--- src/rtl/lsu_pkg.sv ---
// lsu_pkg: funct3 encodings, LSU FSM state type and request classification helpers
package lsu_pkg;
   localparam logic [2:0] LB  = 3'd0;
   localparam logic [2:0] LH  = 3'd1;
   localparam logic [2:0] LW  = 3'd2;
   localparam logic [2:0] LBU = 3'd4;
   localparam logic [2:0] LHU = 3'd5;
   localparam logic [2:0] SB  = 3'd0;
   localparam logic [2:0] SH  = 3'd1;
   localparam logic [2:0] SW  = 3'd2;
   typedef enum logic [1:0] {IDLE, ACCESS, RESP} state_t;
   function automatic logic f3_legal(input logic we, input logic [2:0] f3);
      return we ? (f3 == SB || f3 == SH || f3 == SW)
                : (f3 == LB || f3 == LH || f3 == LW || f3 == LBU || f3 == LHU);
   endfunction
   // size lives in func3[1:0]: 0 byte, 1 halfword, 2 word
   function automatic logic f3_misaligned(input logic [2:0] f3, input logic [1:0] a);
      return (f3[1:0] == 2'd1 && a == 2'd3) || (f3[1:0] == 2'd2 && a != 2'd0);
   endfunction
endpackage

--- src/rtl/lsu_extend.sv ---
// lsu_extend: sign/zero extension of right-aligned load data by funct3
//   raw_i   : right-aligned load data
//   func3_i : load funct3
//   ext_o   : extended 32-bit result (word and unknown encodings pass through)
module lsu_extend import lsu_pkg::*; (
   input  logic [31:0] raw_i,
   input  logic [2:0]  func3_i,
   output logic [31:0] ext_o
);
   always_comb
      ext_o = func3_i == LB  ? {{24{raw_i[7]}}, raw_i[7:0]} :
              func3_i == LH  ? {{16{raw_i[15]}}, raw_i[15:0]} :
              func3_i == LBU ? {24'd0, raw_i[7:0]} :
              func3_i == LHU ? {16'd0, raw_i[15:0]} : raw_i;
endmodule

--- src/rtl/lsu_ctrl.sv ---
// lsu_ctrl: load/store unit controller with illegal-access detection and optional misaligned byte splitting
//   clk, rst                 : clock, asynchronous active-high reset
//   req_*                    : core request (valid/ready, we, addr, wdata, func3)
//   resp_valid/rdata/err     : one-cycle completion pulse with extended load data and error flag
//   mem_*                    : data-memory port, combinational read, writes commit on negedge clk
//   LSU_MISALIGN_EN          : when defined, misaligned halfword/word accesses split into byte accesses;
//                              otherwise they are reported as errors
module lsu_ctrl import lsu_pkg::*; #(
   parameter int ADDR_W = 32,
   parameter int DATA_W = 32
) (
   input  logic              clk,
   input  logic              rst,
   input  logic              req_valid,
   output logic              req_ready,
   input  logic              req_we,
   input  logic [ADDR_W-1:0] req_addr,
   input  logic [DATA_W-1:0] req_wdata,
   input  logic [2:0]        req_func3,
   output logic              resp_valid,
   output logic [DATA_W-1:0] resp_rdata,
   output logic              resp_err,
   output logic [ADDR_W-1:0] mem_addr,
   output logic              mem_we,
   output logic [DATA_W-1:0] mem_wdata,
   output logic [2:0]        mem_func3,
   input  logic [DATA_W-1:0] mem_rdata
);
`ifdef LSU_MISALIGN_EN
   localparam logic MIS_EN = 1'b1;
`else
   localparam logic MIS_EN = 1'b0;
`endif
   state_t            state_q, state_d;
   logic              we_q, we_d, err_q, err_d, split_q, split_d;
   logic [ADDR_W-1:0] addr_q, addr_d;
   logic [DATA_W-1:0] wdata_q, wdata_d, data_q, data_d, ext;
   logic [2:0]        func3_q, func3_d;
   logic [1:0]        idx_q, idx_d, last;
   logic              mis, ill;
   assign mis  = f3_misaligned(req_func3, req_addr[1:0]);
   assign ill  = !f3_legal(req_we, req_func3) || (mis && !MIS_EN);
   assign last = func3_q[1:0] == 2'd1 ? 2'd1 : 2'd3;
   lsu_extend u_ext (
      .raw_i   (data_q),
      .func3_i (func3_q),
      .ext_o   (ext)
   );
   always_ff @(posedge clk or posedge rst) begin
      if (rst) state_q <= IDLE;
      else     state_q <= state_d;
   end
   always_comb
      state_d = state_q == IDLE   ? (req_valid ? (ill ? RESP : ACCESS) : IDLE) :
                state_q == ACCESS ? ((!split_q || idx_q == last) ? RESP : ACCESS) : IDLE;
   always_comb begin
      req_ready  = state_q == IDLE;
      mem_we     = state_q == ACCESS && we_q;
      mem_addr   = state_q == ACCESS ? addr_q + ADDR_W'(idx_q) : '0;
      mem_func3  = state_q != ACCESS ? 3'd0 : !split_q ? func3_q : we_q ? SB : LBU;
      mem_wdata  = state_q != ACCESS ? '0 : split_q ? DATA_W'(wdata_q[{idx_q, 3'b000} +: 8]) : wdata_q;
      resp_valid = state_q == RESP;
      resp_err   = resp_valid && err_q;
      resp_rdata = (resp_valid && !err_q && !we_q) ? ext : '0;
   end
   // request capture at acceptance; byte assembly during split loads
   always_comb begin
      we_d    = we_q;
      addr_d  = addr_q;
      wdata_d = wdata_q;
      func3_d = func3_q;
      err_d   = err_q;
      split_d = split_q;
      idx_d   = idx_q;
      data_d  = data_q;
      if (state_q == IDLE && req_valid) begin
         we_d    = req_we;
         addr_d  = req_addr;
         wdata_d = req_wdata;
         func3_d = req_func3;
         err_d   = ill;
         split_d = mis && MIS_EN;
         idx_d   = '0;
         data_d  = '0;
      end else if (state_q == ACCESS) begin
         idx_d = idx_q + 2'd1;
         if (split_q) data_d[{idx_q, 3'b000} +: 8] = mem_rdata[7:0];
         else         data_d = mem_rdata;
      end
   end
   always_ff @(posedge clk or posedge rst) begin
      if (rst) begin
         we_q    <= 1'b0;
         addr_q  <= '0;
         wdata_q <= '0;
         func3_q <= '0;
         err_q   <= 1'b0;
         split_q <= 1'b0;
         idx_q   <= '0;
         data_q  <= '0;
      end else begin
         we_q    <= we_d;
         addr_q  <= addr_d;
         wdata_q <= wdata_d;
         func3_q <= func3_d;
         err_q   <= err_d;
         split_q <= split_d;
         idx_q   <= idx_d;
         data_q  <= data_d;
      end
   end
endmodule

--- config.mk ---
export PLATFORM = sky130hd
export DESIGN_NAME = lsu_ctrl
export DESIGN_NICKNAME = d
export VERILOG_FILES = /design/src/rtl/lsu_pkg.sv /design/src/rtl/lsu_extend.sv /design/src/rtl/lsu_ctrl.sv
export SDC_FILE = /design/constraint.sdc
export NUM_CORES = 1
export LEC_CHECK = 0
export BUFFER_PORTS_ARGS = -buffer_cell sky130_fd_sc_hd__buf_2
export CAP_MARGIN = 10
export CORE_MARGIN = 4
export CORE_UTILIZATION = 45
export CTS_CLUSTER_SIZE = 40
export DETAILED_ROUTE_END_ITERATION = 7
export PLACE_DENSITY = 0.77
export SLEW_MARGIN = 15
export SYNTH_ARGS = -nofsm -noshare
export SYNTH_HDL_FRONTEND = slang
export SYNTH_SLANG_ARGS = --single-unit
export TNS_END_PERCENT = 100
--- constraint.sdc ---
create_clock -name clk -period 3.42 [get_ports clk]
set_input_delay 0.513 -clock clk [delete_from_list [all_inputs] [get_ports clk]]
set_output_delay 0.513 -clock clk [all_outputs]
set_load 0.05 [all_outputs]
=== Word-level counts from Yosys, hierarchy flattened ===
Cells that the tools add are included.

* Register bits after elaboration: 105
* Input port bits: 103
* Output and inout bits: 103
* Logic and storage cells: 61

* Add/sub/neg operators: 2
* Eq/ne operators: 13
* Muxes and demuxes: 17
* Reduce and logical (&&, ||, !) cells: 21

{| class="wikitable"
|+ Operators with widths
! kind !! count
|-
| two-way mux 32 bit || 9
|-
| adder 32 x 2 -> 32 bit || 1
|-
| equality test 3 bit (second input constant) || 4
|-
| two-way mux 2 bit || 6
|-
| logical AND 1 bit || 7
|-
| equality test 2 bit (second input constant) || 3
|-
| equality test 3 x 1 -> 1 bit (second input constant) || 2
|-
| zero test 3 bit || 2
|-
| logical OR 1 bit || 6
|-
| equality test 2 x 1 -> 1 bit (second input constant) || 2
|-
| nonzero test 2 bit || 2
|-
| equality test 3 x 2 -> 1 bit (second input constant) || 1
|-
| zero test 1 bit || 3
|-
| two-way mux 3 bit || 1
|-
| adder 2 x 1 -> 2 bit (second input constant) || 1
|-
| zero test 2 bit || 1
|-
| != test 2 x 1 -> 1 bit (second input constant) || 1
|-
| two-way mux 1 bit || 1
|}

=== Longest topological paths before layout ===
* Word-level depth: 11
* Mapped depth: 7
* Mapped depth without buffers: 6

=== Modules after synthesis ===
A second synthesis with hierarchy kept.

* Cell total of the unflattened synthesis: 732
* Area total of the unflattened synthesis: 5664.2 um^2

{| class="wikitable"
|+ Modules (own cells, without submodules)
! module !! times used !! cells an instance !! area each (um^2) !! seq. area each (um^2)
|-
| lsu_ctrl || 1 || 665 || 5300.1 || 2627.5
|-
| lsu_extend || 1 || 67 || 364.1 || 0.0
|}

=== Worst setup path after synthesis ===
No wires, ideal clock.

* Path kind: register to output
* From: register idx_q[0]
* To: output port mem_addr[26]
* Data arrival time: 2.720 ns
* Required time: 2.907 ns
* Setup slack: 0.187 ns
* Stages on the path, launching flop included: 8
* Buffers on the path: 1
* Cell sequence: dfrtp_1 > ha_1 > fa_1 > nand4_2 > or3_4 > buf_6 > or4_1 > a21oi_1

* Longest elaborated chain between the ends: 2

{| class="wikitable"
|+ RTL lines
! item !! line !! source
|-
| start: declaration || lsu_ctrl.sv:39 || <nowiki>logic [1:0] idx_q, idx_d, last;</nowiki>
|-
| start signal: assignment || lsu_ctrl.sv:108 || <nowiki>idx_q <= idx_d;</nowiki>
|-
| adder 32 x 2 -> 32 bit || lsu_ctrl.sv:59 || <nowiki>mem_addr = state_q == ACCESS ? addr_q + ADDR_W'(idx_q) : '0;</nowiki>
|-
| two-way mux 32 bit || lsu_ctrl.sv:59 ||
|-
| end: declaration || lsu_ctrl.sv:23 || <nowiki>output logic [ADDR_W-1:0] mem_addr,</nowiki>
|}

Every way passes these cells.

=== Worst setup path after layout ===
* From: register addr_q[1]
* To: output port mem_addr[31]

* Longest elaborated chain between the ends: 2

{| class="wikitable"
|+ RTL lines
! item !! line !! source
|-
| start: declaration || lsu_ctrl.sv:36 || <nowiki>logic [ADDR_W-1:0] addr_q, addr_d;</nowiki>
|-
| start signal: assignment || lsu_ctrl.sv:103 || <nowiki>addr_q <= addr_d;</nowiki>
|-
| adder 32 x 2 -> 32 bit || lsu_ctrl.sv:59 ||
|-
| two-way mux 32 bit || lsu_ctrl.sv:59 ||
|}

Every way passes these cells.

==> results.toml <==
[synth]
yosysSeqAreaShare_pct = 48.0
syn_nets = 810
synth_warnings = 0
synthDominantAreaCellType = "dfrtp_1"
ys_seq_elements = 105
yosysTopAreaCellShare_pct = 48.0
syn_area_um2 = 5480
synth_cells = 704
ys_types = 34
synth.area.top_cells = "dfrtp_1, nand2_1, and2_1"
syn_area_per_cell_um2 = 7.78

[global_routing]
overflow = 0
grt_pass1_wl_mm = 25.4
grt_pass1_vias = 5090
grt_max_degree = 63
grt_usage_pct = 21.8
grt_antenna_before_repair = 1

[worst_setup_path]
reg2reg_depth = 5
rrSetupSlack_ns = 1.46
timing.rr.start = "state_q[1]$_DFF_PP0_"
worstPathCellList = "ha_1 -> a21oi_1 -> or4_4 -> or4_1 -> a21oi_1 -> buf_2"
cp-end-kind = "output port"
r2r_end = "err_q$_DFFE_PP0P_"
crit_buf_inv = 1
max_stage_delay_ns = 0.58
critPathSlowestCell = "or4_4"
cp.arrival_ns = 2.70
critPathTopFamily = "simple AND/OR/NAND/NOR gates"
required_ns = 2.91
crit_path_end = "mem_addr[31]"
path_max_fanout = 22
timing.critical_path.mode_cell = "a21oi_1"
startpoint = "addr_q[1]$_DFFE_PP0P_"
critPathKind = "flip-flop to output port"
start_kind = "flip-flop"
cp_num_cells = 6

[cells_and_area]
final_common_cell = "nand2_1"
drive_gt1_share_pct = 27.4
final_cell_mix = "nand2_1, buf_2, dfrtp_1"
syn2layout_area_growth_pct = 26.7
final_core_util_pct = 58.0
fin_nets = 995

[status]
outcome = "completed"

[power_and_ir_drop]
power_frac_seq_pct = 48.2
p_leak_nw = 3.59
clkPwrFrac_pct = 28.3
power-per-cell-area_nw_per_um2 = 497
ir_drop_uv = 291
power.switching_mw = 1.18
p_comb_share_pct = 23.6
power.internal_mw = 2.26
sw_frac_of_total_pct = 34.3

[place]
gp_congestion = 0.859
pre_cts_ws_ns = 0.567
post-dp-hpwl_mm = 10.9
portBuffers = 205

[clock_tree]
cts_made_buffers = 9
cts_root_buf = "clkbuf_16"
worstSkewPairLatency_ns = 0.33
post_cts_resized = 0
cts_buffer_depth = 2
path_clk_slew_ns = 0.07
cts_hold_buffers = 0
clock-sinks = 105
cts.htree.levels = 3
cts_tree = "built"
post_cts_buffers = 0

[detailed_routing]
final_antenna_net_count = 0
routed_via_density = 5.18
drc = 0
routed_wl_mm = 15.2
drt-wirelength-per-cell_um = 14.5
drt_pass1_iterations = 5
vias = 5402
drt_iter0_drc = 307

[timing]
post-route-min-period_ns = 3.21
fin_crit_sh_pct = 93.9
worst_slack_ns = 0.210
worstMarginPinSlew_ns = 0.790
rsz0062_at_grt = "no"
setup_viol = 0
relSlewSlack_pct = 47.3
tns_ns = 0
hold_viol_final = 0
slew_viol_final = 0
max_freq_mhz = 312
fin_worst_skew_ns = 0.00542

[die]
die_x_um = 118
die_area_um2 = 14000
initial_core_util_pct = 45.8
fp-row-count = 40
io-pin-count = 206
core_area_um2 = 12000
die_y_um = 118

[hold_path]
hold_path.class = "input port to async pin"

[run]
maxCapViolCount = 0
worst register-to-register path, cell delays in order (launching register included):
cell     delay, ns
dfrtp_1       0.43
nor2_1        0.29
and2_4        0.52
buf_4         0.43
nor2_1        0.08
a21oi_1       0.13
power groups by stage:
| stage | clock (mW) | combinational (mW) | sequential [mW] |
|---|---|---|---|
| 6_report | 0.974 | 0.811 | 1.66 |
| 5_1_grt | 1.06 | 0.913 | 1.70 |
| 4_1_cts | 1.01 | 0.821 | 1.66 |
| 3_5_place_dp | 0 | 0.819 | 1.68 |
| 3_3_place_gp | 0 | 0.803 | 1.67 |
| 2_1_floorplan | 0 | 0.591 | 1.62 |
routing by layer:
metal	GRT usage, %	share of wire, %
met1	29.6	45
met2	34.4	45
met3	5.31	7.4
met4	7.25	2.5
met5	0	0
cells in the mapped netlist, drive strengths merged:
cell type and n:
inv 8, nor3 2, fa 1, o21a 1
a21oi 48, o31a 1, and4 2, o31ai 13
nor4 4, nor2b 2, nor2 13, o21ai 52
or4 17, nand2 296, xor2 1, nand4 6
ha 2, nand3 12, buf 11, or3 15
and2 48, clkbuf 33, a21o 1, xnor2 7
nand2b 2, or2 1, dfrtp 105
logic make-up (layout without fill, tap and decap cells):
kind of cell	Yosys count	after routing	synth area share [%]
and+or+nand+nor	420	420	34.7
other	0	1	0
adders and majority gates	3	3	0.822
buffers and inverters	52	242	3.88
xor gates and xnor gates	8	8	1.28
DFF	105	105	48.0
AOI/OAI and AO/OA	116	116	11.4
how the worst min path moves through the flow:
stage / depth (start not counted) / slack (ns) / start / to
floorplan: 2 / 0.44 / wdata_q[0]$_DFFE_PP0P_ / wdata_q[0]$_DFFE_PP0P_
global placement: 2 / 0.45 / wdata_q[2]$_DFFE_PP0P_ / wdata_q[2]$_DFFE_PP0P_
detailed placement: 2 / 0.45 / wdata_q[16]$_DFFE_PP0P_ / wdata_q[16]$_DFFE_PP0P_
CTS: 2 / 0.35 / rst / data_q[27]$_DFFE_PP0P_
global route: 3 / 0.35 / req_wdata[20] / wdata_q[20]$_DFFE_PP0P_
finish: 2 / 0.31 / rst / data_q[27]$_DFFE_PP0P_
layout make-up:
class | count | area [um2]
well taps | 147 | 184
flip-flops and latches | 105 | 2630
diodes | 1 | 2.50
multi-input cells | 547 | 2660
fillers | 1138 | 5020
repair buffers | 218 | 1150
inverters | 8 | 32.5
clock inverters | 3 | 25.0
clock buffers | 13 | 260
through the flow:
stage	hold WS, ns	cell area [um2]	power [mW]	cells
floorplan	0.437	5480	2.21	704
global placement	0.449	6650	2.47	1025
detailed placement	0.454	6650	2.50	1025
CTS	0.347	6930	3.48	1041
global route	0.353	6940	3.67	1042
finish	0.311	6940	3.44	1042
registers in the layout, summed over array words and instances, names as in the netlist:
| name | flops |
|---|---|
| err_q | 1 |
| wdata_q | 32 |
| addr_q | 32 |
| we_q | 1 |
| state_q | 2 |
| func3_q | 3 |
| data_q | 32 |
| idx_q | 2 |
Power figures use the tool's default switching activity.
